## config.mk

```make
export PLATFORM = sky130hd
export DESIGN_NAME = keypad_matrix_scanner
export DESIGN_NICKNAME = d
export VERILOG_FILES = /design/src/rtl/keypad_matrix_scanner.sv
export SDC_FILE = /design/constraint.sdc
export NUM_CORES = 1
export LEC_CHECK = 0
export ABC_CLOCK_PERIOD_IN_PS = 4000
export CORE_MARGIN = 5
export CORE_UTILIZATION = 45
export CTS_CLUSTER_DIAMETER = 80
export DETAILED_ROUTE_END_ITERATION = 6
export GPL_TIMING_DRIVEN = 0
export MAX_ROUTING_LAYER = met4
export PLACE_DENSITY = 0.65
export SLEW_MARGIN = 20
export SYNTH_ARGS = -nofsm -noshare
export SYNTH_HDL_FRONTEND = slang
export SYNTH_SLANG_ARGS = --single-unit
```

## constraint.sdc

```tcl
create_clock -name Clock -period 4 [get_ports Clock]
set_input_delay 1 -clock Clock [delete_from_list [all_inputs] [get_ports Clock]]
set_output_delay 1 -clock Clock [all_outputs]
set_load 0.01 [all_outputs]
```

## src/rtl/keypad_matrix_scanner.sv

```systemverilog
// keypad_matrix_scanner: column-scanned key matrix with per-key debounce and a one-deep valid/ready event port
module keypad_matrix_scanner #(
  parameter int ColumnCount = 4,
  parameter int RowCount = 4,
  parameter int SettleCycles = 16,
  parameter int DebounceScans = 4,
  parameter int ValueWidth = $clog2(ColumnCount*RowCount)
) (
  input  logic Clock,
  input  logic ResetN,
  output logic [ColumnCount-1:0] ColumnPins,
  input  logic [RowCount-1:0] RowPins,
  output logic KeyValid,
  input  logic KeyReady,
  output logic [ValueWidth-1:0] KeyValue,
  output logic KeyPressed,
  output logic MultiKey,
  output logic Overflow
);
  localparam int Keys = ColumnCount*RowCount;
  localparam int KW = $clog2(Keys);
  localparam int CW = $clog2(ColumnCount);
  localparam int RW = RowCount > 1 ? $clog2(RowCount) : 1;
  localparam int SW = SettleCycles > 1 ? $clog2(SettleCycles) : 1;
  localparam logic [0:0] DRIVE = 1'b0, SAMPLE = 1'b1;
  localparam logic [3:0] DMAX = 4'(DebounceScans);
  logic [0:0] state;
  logic [SW-1:0] settle;
  logic [CW-1:0] col, col_next;
  logic [RowCount-1:0] sync1, sync2, down, disagree, qual;
  logic [Keys-1:0] stable;
  logic [3:0] dcnt [Keys];
  logic [7:0] retry [Keys];
  logic [3:0] inc [RowCount];
  logic [KW-1:0] key [RowCount];
  logic slot_free, emit;
  logic [RW-1:0] emit_row;

  assign MultiKey = $countones(stable) >= 2;

  always_comb begin
    col_next = (col == CW'(ColumnCount-1)) ? '0 : col + 1'b1;
    down = ~sync2;
    slot_free = !KeyValid || KeyReady;
    emit_row = '0;
    for (int r = 0; r < RowCount; r++) begin
      key[r] = KW'(int'(col) * RowCount + r);
      disagree[r] = down[r] != stable[key[r]];
      inc[r] = (dcnt[key[r]] == DMAX) ? DMAX : dcnt[key[r]] + 4'd1;
      qual[r] = disagree[r] && inc[r] == DMAX;
    end
    for (int r = RowCount-1; r >= 0; r--) emit_row = qual[r] ? RW'(r) : emit_row;
    emit = state == SAMPLE && slot_free && |qual;
  end

  always_ff @(posedge Clock or negedge ResetN) begin
    if (!ResetN) begin
      sync1 <= '1;
      sync2 <= '1;
    end else begin
      sync1 <= RowPins;
      sync2 <= sync1;
    end
  end

  // the DRIVE-state load only changes the pins on the first edge after reset
  always_ff @(posedge Clock or negedge ResetN) begin
    if (!ResetN) begin
      state <= DRIVE;
      settle <= '0;
      col <= '0;
      ColumnPins <= '1;
    end else if (state == DRIVE) begin
      ColumnPins <= ~(ColumnCount'(1) << col);
      state <= (settle == SW'(SettleCycles-1)) ? SAMPLE : DRIVE;
      settle <= (settle == SW'(SettleCycles-1)) ? '0 : settle + 1'b1;
    end else begin
      ColumnPins <= ~(ColumnCount'(1) << col_next);
      col <= col_next;
      state <= DRIVE;
    end
  end

  always_ff @(posedge Clock or negedge ResetN) begin
    if (!ResetN) begin
      KeyValid <= 1'b0;
      KeyValue <= '0;
      KeyPressed <= 1'b0;
      Overflow <= 1'b0;
      stable <= '0;
      for (int k = 0; k < Keys; k++) begin
        dcnt[k] <= '0;
        retry[k] <= '0;
      end
    end else begin
      if (emit) begin
        KeyValid <= 1'b1;
        KeyValue <= ValueWidth'(key[emit_row]);
        KeyPressed <= down[emit_row];
      end else if (KeyReady) KeyValid <= 1'b0;
      if (state == SAMPLE)
        for (int r = 0; r < RowCount; r++) begin
          if (!disagree[r]) begin
            dcnt[key[r]] <= '0;
            retry[key[r]] <= '0;
          end else if (qual[r] && emit && emit_row == RW'(r)) begin
            stable[key[r]] <= down[r];
            dcnt[key[r]] <= '0;
            retry[key[r]] <= '0;
          end else if (qual[r] && !slot_free && retry[key[r]] == 8'd254) begin
            stable[key[r]] <= down[r];
            dcnt[key[r]] <= '0;
            retry[key[r]] <= '0;
            Overflow <= 1'b1;
          end else begin
            dcnt[key[r]] <= inc[r];
            retry[key[r]] <= (qual[r] && !slot_free) ? retry[key[r]] + 8'd1 : 8'd0;
          end
        end
    end
  end
endmodule
```

==> results of run 1 <==
[per-stage QoR]
step                      instances  util, %  cell area, µm²
after global placement         1350    47.82           12430
after floorplan                 997        -           11830
after detailed placement       1352    48.05           12490
after CTS                      1402    51.67           13430
final                          1406    51.92           13490
after global routing           1406    51.92           13490
[cell usage in the layout (no fill, tap or decap), types with 12 or more instances in the layout]
master	count
nand2b_1	15
ha_1	29
nor2_1	51
o21ai_1	24
mux2i_1	18
xnor2_1	14
nand3_1	29
dfrtp_1	221
nand2_1	94
inv_1	43
a22o_1	124
clkdlybuf4s50_1	16
mux4_2	52
dfstp_2	12
clkbuf_16	27
o21ai_0	50
clkbuf_1	37
xor2_1	18
[repair_timing]
| item | 4_1_cts | 5_1_grt |
|---|---|---|
| endpoints found under the setup margin | 152 | 133 |
| gates resized for setup | 8 | 12 |
| setup buffers | 1 | 4 |
| pin swaps | 3 | 5 |
| cloned | 0 | 0 |
| hold endpoints to repair | 0 | 0 |
[flip-flops by register name (all words and copies together) (netlist names), 2 cells and up]
register / flops
retry: 128
sync1: 4
dcnt: 64
KeyValue: 4
stable: 16
col: 2
sync2: 4
settle: 4
ColumnPins: 4
[cell families after synthesis]
group	Yosys count	synth area share (%)
and+or+nand+nor	261	11.14
AOI/OAI and AO/OA	251	15.72
DFF	234	49.65
buffers and inverters	101	3.968
muxes	78	12.28
adders and majority gates	40	4.867
xor gates and xnor gates	32	2.370
[per-layer routing]
metal	track usage, %	wire, µm	vias to the layer above
li1	-	-	3771
met1	31.36	14090	4263
met2	34.89	14750	275
met3	4.115	2005	60
met4	6.152	793	0
met5	-	0	-
[worst max-delay path: cells and delay by family, from the launching register on]
kind | cells | cell delay [ns]
fa+ha+maj | 6 | 2.61
simple gates | 2 | 0.19
flops | 1 | 0.42
buf+inv | 3 | 0.23
[power groups by stage]
stage	sequential (µW)	clock [µW]	combinational, µW
CTS	2400	2580	148
detailed placement	2440	0	146
global placement	2440	0	138
global route	2400	2690	163
finish	2400	2550	146
floorplan	2440	0	56.4
[final cells by class]
class / count / area [µm²]
inverters: 44 / 165.2
flip-flops and latches: 234 / 5872
well taps: 335 / 419.2
clock buffers: 39 / 790.8
plain buffers: 57 / 329.1
clock inverters: 10 / 136.4
multi-input cells: 662 / 5505
fillers: 2264 / 12490
repair buffers: 25 / 272.8
[worst paths after layout]
check,startpoint,to,slack [ns],cells after the start
max,stable[0],MultiKey,-0.96,11
min,sync1[2],sync2[2],0.36,0
max reg2reg,col[1],dcnt[63],0.14,15
min reg2reg,sync1[2],sync2[2],0.36,0
max in group asynchronous,ResetN,sync1[2],2.75,2
min in group asynchronous,ResetN,retry[126],0.43,1
==> impl_metrics.env, run 1 <==
export IMPL_rows=59
export IMPL_fin_nets=1098
export IMPL_cts_root_buffer="clkbuf_16"
export IMPL_dieHeight_um=172.1
export IMPL_irDropWorstVdd_v=0.0002835
export IMPL_synth_seq_area_share_pct=49.65
export IMPL_ant_nets_after_route=0
export IMPL_seq_power_share_pct=47.1
export IMPL_hpwl_mm=21.75
export IMPL_wire_length_of_the_first_global_routing_pass_mm=50.29
export IMPL_grt_overflow_total=0
export IMPL_antenna_found_initial=0
export IMPL_cp_required_ns=3.00
export IMPL_power_clock_fraction_pct=50.0
export IMPL_timing_slew_headroom_pct=38.91
export IMPL_worstSkewPairLatency_ns=0.54
export IMPL_drcViolationCount=0
export IMPL_yosys_cell_count_top_type="dfrtp_1"
export IMPL_viasPerCell=5.952
export IMPL_synth_area_top_cells="dfrtp_1 (47%), mux4_2 (9.9%), a22o_1 (9.2%), ha_1 (3.2%), nand2_1 (3.0%)"
export IMPL_grt_max_degree=87
export IMPL_crit_path_max_incr_delay_ns=0.55
export IMPL_post_cts_hold_buffer_count=0
export IMPL_cts_inserted_buffers=27
export IMPL_power_density_nw_per_um2=377.4
export IMPL_num_antenna_cells=0
export IMPL_worst_path_max_delay_cell="fa_1"
export IMPL_worstPathArrival_ns=3.96
export IMPL_gr_usage_all_layers_pct=22.66
export IMPL_yosys_warnings=0
export IMPL_port_buffer_count=18
export IMPL_timing_hold_worst_class="flip-flop to flip-flop"
export IMPL_fin_skew_ns=0.01807
export IMPL_totalNegativeSetupSlack_ns=-0.9648
export IMPL_post_synthesis_mean_instance_area_um2=11.86
export IMPL_share_comb_of_total_power_pct=2.9
export IMPL_finalHoldViolations=0
export IMPL_status="finished, violations left"
export IMPL_cellLeakagePower_uw=0.005943
export IMPL_drtPass1Iterations=5
export IMPL_critPathLaunchType="flip-flop"
export IMPL_fin_max_slew_vios=0
export IMPL_flow_area_growth_from_synthesis_pct=14.08
export IMPL_floorplan_die_area_um2=29620
export IMPL_rsz0062_at_grt="yes"
export IMPL_power_net_switching_uw=1097
export IMPL_timing_final_crit_period_ns=4.965
export IMPL_die_width_um=172.1
export IMPL_worstPathMaxFanout=3
export IMPL_violated_checks="setup timing"
export IMPL_number_of_global_route_vias_before_repair=8612
export IMPL_worst_slew_pin_slew_ns=0.9164
export IMPL_synth_top_cell_by_area="dfrtp_1"
export IMPL_postSynth_asyncResetShare_pct=100.0
export IMPL_yosys_register_bits=234
export IMPL_fmax_ghz=0.2014
export IMPL_synth_common_cells="dfrtp_1 (222), a22o_1 (124), nand2_1 (94), mux4_2 (52), nor2_1 (51)"
export IMPL_synth_top_cell_area_share_pct=46.98
export IMPL_via_count=8369
export IMPL_drive_gt1_share_pct=16.99
export IMPL_clock_pin_transition_on_the_worst_setup_and_hold_timing_paths_ns=0.06
export IMPL_numClockSinks=234
export IMPL_critPathKind="flip-flop to primary output"
export IMPL_syn_area_um2=11830
export IMPL_route_final_wire_length_mm=31.65
export IMPL_p_int_uw=3995
export IMPL_cts_htree_levels=1
export IMPL_switching_share_pct=21.54
export IMPL_synth_lib_cells_used_distinct=66
export IMPL_worstSetupEndpointType="primary output"
export IMPL_crit_chain="fa_1, inv_1, fa_1, fa_1, fa_1, inv_1, ha_2, fa_1, nor3_2, nand2_1, buf_2"
export IMPL_cts_tree="yes"
export IMPL_initial_core_util_pct=45.51
export IMPL_holdWs_ns=0.3559
export IMPL_count_of_flip_flops_with_a_built_in_enable_after_synthesis=0
export IMPL_finalSetupViolations=1
export IMPL_synth_cells=997
export IMPL_total_power_uw=5092
export IMPL_post_route_worst_setup_slack_ns=-0.9648
export IMPL_clock_path_buffers=3
export IMPL_floorplan_core_area_um2=25980
export IMPL_maxCapViolations=0
export IMPL_yosys_most_used_dff="dfrtp_1"
export IMPL_place_gp_congestion=0.8741
export IMPL_detail_route_wl_per_cell_um=22.51
export IMPL_dr_first_iter_drc_count=662
export IMPL_io_pins=19
export IMPL_timing_critical_path_mode_cell="fa_1"
export IMPL_detailedPlace_worstSlack_ns=-0.7601
export IMPL_period_share_pct=124.1
export IMPL_synth_fp_nets=1044
(Power assumes the default switching activity.)
==> run 2, diff against run 1 <==
--- a/config.mk
+++ b/config.mk
@@ -6,13 +6,13 @@
 export NUM_CORES = 1
 export LEC_CHECK = 0
 export ABC_CLOCK_PERIOD_IN_PS = 4000
+export CAP_MARGIN = 10
 export CORE_MARGIN = 5
-export CORE_UTILIZATION = 45
-export CTS_CLUSTER_DIAMETER = 80
+export CORE_UTILIZATION = 50
 export DETAILED_ROUTE_END_ITERATION = 6
 export GPL_TIMING_DRIVEN = 0
 export MAX_ROUTING_LAYER = met4
-export PLACE_DENSITY = 0.65
+export PLACE_DENSITY = 0.71
 export SLEW_MARGIN = 20
 export SYNTH_ARGS = -nofsm -noshare
 export SYNTH_HDL_FRONTEND = slang
==> run 2 against run 1 <==
Largest power group unchanged. Combinational power barely moved. The run still ends with setup timing left. Critical path type unchanged. Sequential share of layout area rose by 0.21 points. Non-clock buffer count fell by 5. Worst setup slack got worse by 0.0062 ns. Utilization rose by 5.5 points. Sequential power barely moved.
==> impl_metrics.env, run 2 (same netlist as run 1, synthesis figures left out) <==
export IMPL_via_count=8602
export IMPL_power_clock_fraction_pct=50.5
export IMPL_gr_usage_all_layers_pct=24.55
export IMPL_detail_route_wl_per_cell_um=22.58
export IMPL_cellLeakagePower_uw=0.005905
export IMPL_cts_htree_levels=1
export IMPL_rsz0062_at_grt="yes"
export IMPL_number_of_global_route_vias_before_repair=8802
export IMPL_grt_met1_usage_pct=34.71
export IMPL_cts_inserted_buffers=26
export IMPL_worstSetupStartpoint="stable[15]"
export IMPL_critPathLaunchType="flip-flop"
export IMPL_cts_root_buffer="clkbuf_16"
export IMPL_ant_nets_after_route=0
export IMPL_irDropWorstVdd_v=0.0003448
export IMPL_area_sequential_um2=5872
export IMPL_floorplan_core_area_um2=23400
export IMPL_critical_path_buf_inv_count=3
export IMPL_final_util_pct=57.37
export IMPL_numPlacedInstances=1336
export IMPL_route_final_wire_length_mm=31.25
export IMPL_detailedPlace_worstSlack_ns=-0.7838
export IMPL_fmax_ghz=0.2012
export IMPL_grt_most_used_layer="met2"
export IMPL_dieHeight_um=163.8
export IMPL_crit_path_max_incr_delay_ns=0.51
export IMPL_multi_input_comb_area_um2=5505
export IMPL_grt_overflow_total=0
export IMPL_viasPerCell=6.215
export IMPL_initial_core_util_pct=50.53
export IMPL_violated_checks="setup timing"
export IMPL_worst_path_max_delay_cell="fa_1"
export IMPL_post_cts_hold_buffer_count=0
export IMPL_drive_gt1_share_pct=16.24
export IMPL_floorplan_die_area_um2=26830
export IMPL_hpwl_mm=21.22
export IMPL_fin_max_slew_vios=0
export IMPL_finalHoldViolations=0
export IMPL_timing_rr_end="retry[121]"
export IMPL_timing_critical_path_mode_cell="fa_1"
export IMPL_timing_final_crit_period_ns=4.971
export IMPL_worst_slew_pin_slew_ns=0.8576
export IMPL_clock_pin_transition_on_the_worst_setup_and_hold_timing_paths_ns=0.06
export IMPL_maxCapViolations=0
export IMPL_port_buffer_count=18
export IMPL_antenna_found_initial=0
export IMPL_worstSkewPairLatency_ns=0.54
export IMPL_dr_first_iter_drc_count=879
export IMPL_worstSetupEndpointType="primary output"
export IMPL_share_comb_of_total_power_pct=2.8
export IMPL_post_route_worst_setup_slack_ns=-0.9710
export IMPL_flow_area_growth_from_synthesis_pct=13.54
export IMPL_critical_path_reg2reg_startpoint="col[1]"
export IMPL_timing_hold_worst_class="flip-flop to flip-flop"
export IMPL_final_common_cell="dfrtp_1"
export IMPL_regToRegSetupSlack_ns=0.11
export IMPL_grt_max_degree=91
export IMPL_fin_nets=1092
export IMPL_cp_top_family="adder cells"
export IMPL_status="finished, violations left"
export IMPL_period_share_pct=124.3
export IMPL_num_antenna_cells=0
export IMPL_post_layout_nonfiller_instances=1384
export IMPL_mostFrequentLayoutCells="dfrtp_1 (221), a22o_1 (124), nand2_1 (94)"
export IMPL_critPathKind="flip-flop to primary output"
export IMPL_timing_slew_headroom_pct=42.83
export IMPL_finalSetupViolations=1
export IMPL_reg_top3="retry: 128 flops, dcnt: 64 flops, stable: 16 flops"
export IMPL_cp_required_ns=3.00
export IMPL_seq_power_share_pct=46.7
export IMPL_global_route_usage_met3_pct=3.864
export IMPL_switching_share_pct=21.61
export IMPL_hold_depth=0
export IMPL_numClockSinks=234
export IMPL_use_met2_pct=37.35
export IMPL_die_width_um=163.8
export IMPL_power_density_nw_per_um2=382.6
export IMPL_place_gp_congestion=0.9224
export IMPL_worst_r2r_path_depth=15
export IMPL_worstPathArrival_ns=3.97
export IMPL_largest_register_ffs=128
export IMPL_wire_length_of_the_first_global_routing_pass_mm=50.20
export IMPL_worstPathMaxFanout=3
export IMPL_largest_register="retry"
export IMPL_clock_path_buffers=3
export IMPL_p_int_uw=4027
export IMPL_rows=56
export IMPL_fin_skew_ns=0.02074
export IMPL_power_net_switching_uw=1110
export IMPL_startpoint_of_the_worst_hold_path="sync1[1]"
export IMPL_timing_hold_worst_endpoint="sync2[1]"
export IMPL_cts_tree="yes"
export IMPL_nFillCells=1969
export IMPL_drcViolationCount=0
export IMPL_drtPass1Iterations=5
export IMPL_io_pins=19
export IMPL_crit_chain="fa_1, fa_1, inv_1, fa_1, fa_1, inv_1, ha_2, fa_1, nor3_2, nand2_1, buf_2"
-- run 2: changes by cell type in the layout (fill, tap and decap cells not counted), sizes merged --
cell	delta
clkinvlp	+2
bufinv	+2
clkbuf	-2
inv	-1
buf	-6
clkinv	-1
-- run 2: worst max path at each step --
stage / end / slack (ns) / depth (start not counted)
4_1_cts: MultiKey / -1.01 / 11
3_3_place_gp: retry[4] / -7.94 / 1
3_5_place_dp: MultiKey / -0.78 / 11
6_report: MultiKey / -0.97 / 11
5_1_grt: MultiKey / -1.15 / 11
2_1_floorplan: MultiKey / -0.20 / 10
-- run 2: layout make-up --
| type | count | area share (%) |
|---|---|---|
| clock buffers | 36 | 5.433 |
| repair buffers | 21 | 1.808 |
| multi-input cells | 662 | 41.00 |
| plain buffers | 56 | 2.404 |
| clock inverters | 12 | 1.416 |
| inverters | 44 | 1.230 |
| well taps | 319 | 2.973 |
| flip-flops and latches | 234 | 43.73 |
-- run 2: layer usage --
layer,wire length (µm),vias to the layer above
met5,0,-
met4,830,0
met3,1898,66
met2,14470,318
met1,14050,4470
li1,-,3748
-- run 2: power by group through the flow --
stage | logic (µW) | clock network, µW | registers, µW
4_1_cts | 145 | 2620 | 2400
2_1_floorplan | 56.4 | 0 | 2440
5_1_grt | 160 | 2710 | 2400
3_3_place_gp | 135 | 0 | 2440
6_report | 143 | 2590 | 2400
3_5_place_dp | 144 | 0 | 2440
-- run 2: worst reg2reg max path, delay by kind of cell, from the launching register on --
kind	cells	cell delay, ns
buf+inv	8	1.78
compound gates	4	0.82
flops	1	0.42
mux	1	0.39
simple gates	1	0.26
fa+ha+maj	1	0.15
-- run 2: what timing repair did --
action / 4_1_cts / 5_1_grt
pin swaps: 1 / 0
buffers inserted: 0 / 1
endpoints found under the setup margin: 153 / 119
gates resized for setup: 7 / 10
-- run 2: metrics by stage --
stage | setup TNS (ns) | total power (µW) | cell area, µm² | hold WS (ns)
2_1_floorplan | -0.1969 | 2496 | 11830 | 0.3452
3_3_place_gp | -1835.71 | 2578 | 12410 | 0.3455
3_5_place_dp | -22.66 | 2586 | 12470 | 0.3496
4_1_cts | -1.010 | 5162 | 13390 | 0.3579
5_1_grt | -1.155 | 5269 | 13430 | 0.3579
6_report | -0.9710 | 5137 | 13430 | 0.3561
==> run 3, diff against run 2 <==
--- a/config.mk
+++ b/config.mk
@@ -8,11 +8,11 @@
 export ABC_CLOCK_PERIOD_IN_PS = 4000
 export CAP_MARGIN = 10
 export CORE_MARGIN = 5
-export CORE_UTILIZATION = 50
+export CORE_UTILIZATION = 35
 export DETAILED_ROUTE_END_ITERATION = 6
 export GPL_TIMING_DRIVEN = 0
 export MAX_ROUTING_LAYER = met4
-export PLACE_DENSITY = 0.71
+export PLACE_DENSITY = 0.53
 export SLEW_MARGIN = 20
 export SYNTH_ARGS = -nofsm -noshare
 export SYNTH_HDL_FRONTEND = slang
==> run 3 against run 2 <==
The run still ends with setup timing left. Final cell count rose by 9.6%. Count of clock-buffer cells in the layout increased by 5. Utilization shrank 17 points. First-iteration DRC count decreased by 22%. Critical path type unchanged.
==> impl_metrics.env, run 3 (same netlist as run 1, synthesis figures left out) <==
export IMPL_initial_core_util_pct=35.35
export IMPL_critPathKind="flip-flop to primary output"
export IMPL_grt_overflow_total=0
export IMPL_cts_htree_levels=1
export IMPL_dieHeight_um=193.8
export IMPL_die_width_um=193.8
export IMPL_final_common_cell="dfrtp_1"
export IMPL_multi_input_comb_area_um2=5527
export IMPL_route_final_wire_length_mm=34.10
export IMPL_via_count=8360
export IMPL_worstSetupEndpointType="primary output"
export IMPL_worst_r2r_path_depth=9
export IMPL_total_power_uw=5233
export IMPL_flow_area_growth_from_synthesis_pct=15.55
export IMPL_rows=67
export IMPL_worst_slew_pin_slew_ns=0.8533
export IMPL_viasPerCell=5.511
export IMPL_critPathLaunchType="flip-flop"
export IMPL_timing_hold_worst_class="flip-flop to flip-flop"
export IMPL_maxCapViolations=0
export IMPL_detail_route_wl_per_cell_um=22.48
export IMPL_power_density_nw_per_um2=383.0
export IMPL_status="finished, violations left"
export IMPL_startpoint_of_the_worst_hold_path="sync1[0]"
export IMPL_drive_gt1_share_pct=17.31
export IMPL_numClockSinks=234
export IMPL_clock_pin_transition_on_the_worst_setup_and_hold_timing_paths_ns=0.06
export IMPL_reg_top3="retry: 128 flops, dcnt: 64 flops, stable: 16 flops"
export IMPL_worstPathMaxFanout=3
export IMPL_cts_root_buffer="clkbuf_16"
export IMPL_drtPass1Iterations=5
export IMPL_finalHoldViolations=0
export IMPL_port_buffer_count=18
export IMPL_numPlacedInstances=1465
export IMPL_hpwl_mm=22.77
export IMPL_largest_register="retry"
export IMPL_fin_max_slew_vios=0
export IMPL_rsz0062_at_grt="yes"
export IMPL_io_pins=19
export IMPL_fmax_ghz=0.2027
export IMPL_place_gp_congestion=0.8287
export IMPL_area_sequential_um2=5872
export IMPL_cts_inserted_buffers=27
export IMPL_worstSkewPairLatency_ns=0.55
export IMPL_timing_slew_headroom_pct=43.12
export IMPL_worstPathArrival_ns=3.93
export IMPL_largest_register_ffs=128
export IMPL_fin_skew_ns=0.01370
export IMPL_number_of_global_route_vias_before_repair=8720
export IMPL_timing_critical_path_to="MultiKey"
export IMPL_violated_checks="setup timing"
export IMPL_irDropWorstVdd_v=0.0002988
export IMPL_floorplan_die_area_um2=37560
export IMPL_floorplan_core_area_um2=33450
export IMPL_post_route_worst_setup_slack_ns=-0.9339
export IMPL_post_cts_hold_buffer_count=0
export IMPL_drcViolationCount=0
export IMPL_worstSetupStartpoint="stable[0]"
export IMPL_finalSetupViolations=1
export IMPL_cp_required_ns=3.00
export IMPL_detailedPlace_worstSlack_ns=-0.7442
export IMPL_nFillCells=3185
export IMPL_cts_tree="yes"
export IMPL_regToRegSetupSlack_ns=0.07
export IMPL_critical_path_reg2reg_startpoint="col[0]"
export IMPL_mostFrequentLayoutCells="dfrtp_1 (221), a22o_1 (124), nand2_1 (94)"
export IMPL_wire_length_of_the_first_global_routing_pass_mm=53.43
export IMPL_cellLeakagePower_uw=0.005940
export IMPL_dr_first_iter_drc_count=683
export IMPL_hold_depth=0
export IMPL_ant_nets_after_route=0
export IMPL_num_antenna_cells=0
export IMPL_timing_final_crit_period_ns=4.934
export IMPL_timing_rr_end="retry[75]"
export IMPL_period_share_pct=123.3
export IMPL_post_layout_nonfiller_instances=1517
export IMPL_antenna_found_initial=0
export IMPL_fin_nets=1095
export IMPL_clock_path_buffers=3
export IMPL_gr_usage_all_layers_pct=18.46
export IMPL_grt_max_degree=95
## run 3: cell type report
type	count	share of cell area [%]
sequential	234	42.97
inverter	44	1.209
timing repair buffer	22	1.831
clock inverter	9	1.117
multi-input combinational	662	40.44
buffer	57	2.408
tap	448	4.102
clock buffer	41	5.915
## run 3: how the worst min path moves through the flow
stage	to	slack, ns
global placement	sync2[0]	0.35
detailed placement	sync2[0]	0.35
global route	sync2[0]	0.36
finish	sync2[0]	0.35
CTS	sync2[0]	0.36
floorplan	sync2[0]	0.35
## run 3: power by group
| group | internal [µW] | switching (µW) | leakage, µW |
|---|---|---|---|
| Combinational | 44.9 | 106 | 0.00251 |
| Clock | 1650 | 1030 | 0.000475 |
| Sequential | 2390 | 13.0 | 0.00295 |
## run 3: timing repair
item | in CTS | in global routing
setup buffers | 2 | 0
pin swaps | 3 | 5
gates cloned | 0 | 0
endpoints found under the setup margin | 200 | 139
resized for setup | 14 | 12
## run 3: through the flow
stage	area (µm²)	TNS (ns)	hold slack (ns)	util, %
after floorplan	11830	-0.1969	0.3452	-
after global placement	12570	-2015.62	0.3456	37.58
after detailed placement	12630	-67.39	0.3476	37.75
after CTS	13630	-1.123	0.3563	40.75
after global routing	13660	-1.058	0.3630	40.85
final	13660	-0.9339	0.3547	40.85
## run 3: critical path, stage by stage, from the launching register on
cell and delay, ns:
dfrtp_1 0.41, fa_1 0.55, inv_1 0.05, fa_1 0.51, fa_1 0.43, fa_1 0.51
inv_2 0.04, ha_4 0.16, fa_2 0.44, nor3_2 0.11, nand2_1 0.06, buf_2 0.13
## run 3: metal layers
layer	vias up	part of all wire, %	global-route usage [%]	routed length [µm]
li1	3748	-	-	-
met1	4328	47	26.93	16180
met2	228	45	27.80	15410
met3	56	4.9	2.502	1684
met4	0	2.4	3.984	831
met5	-	0	-	0
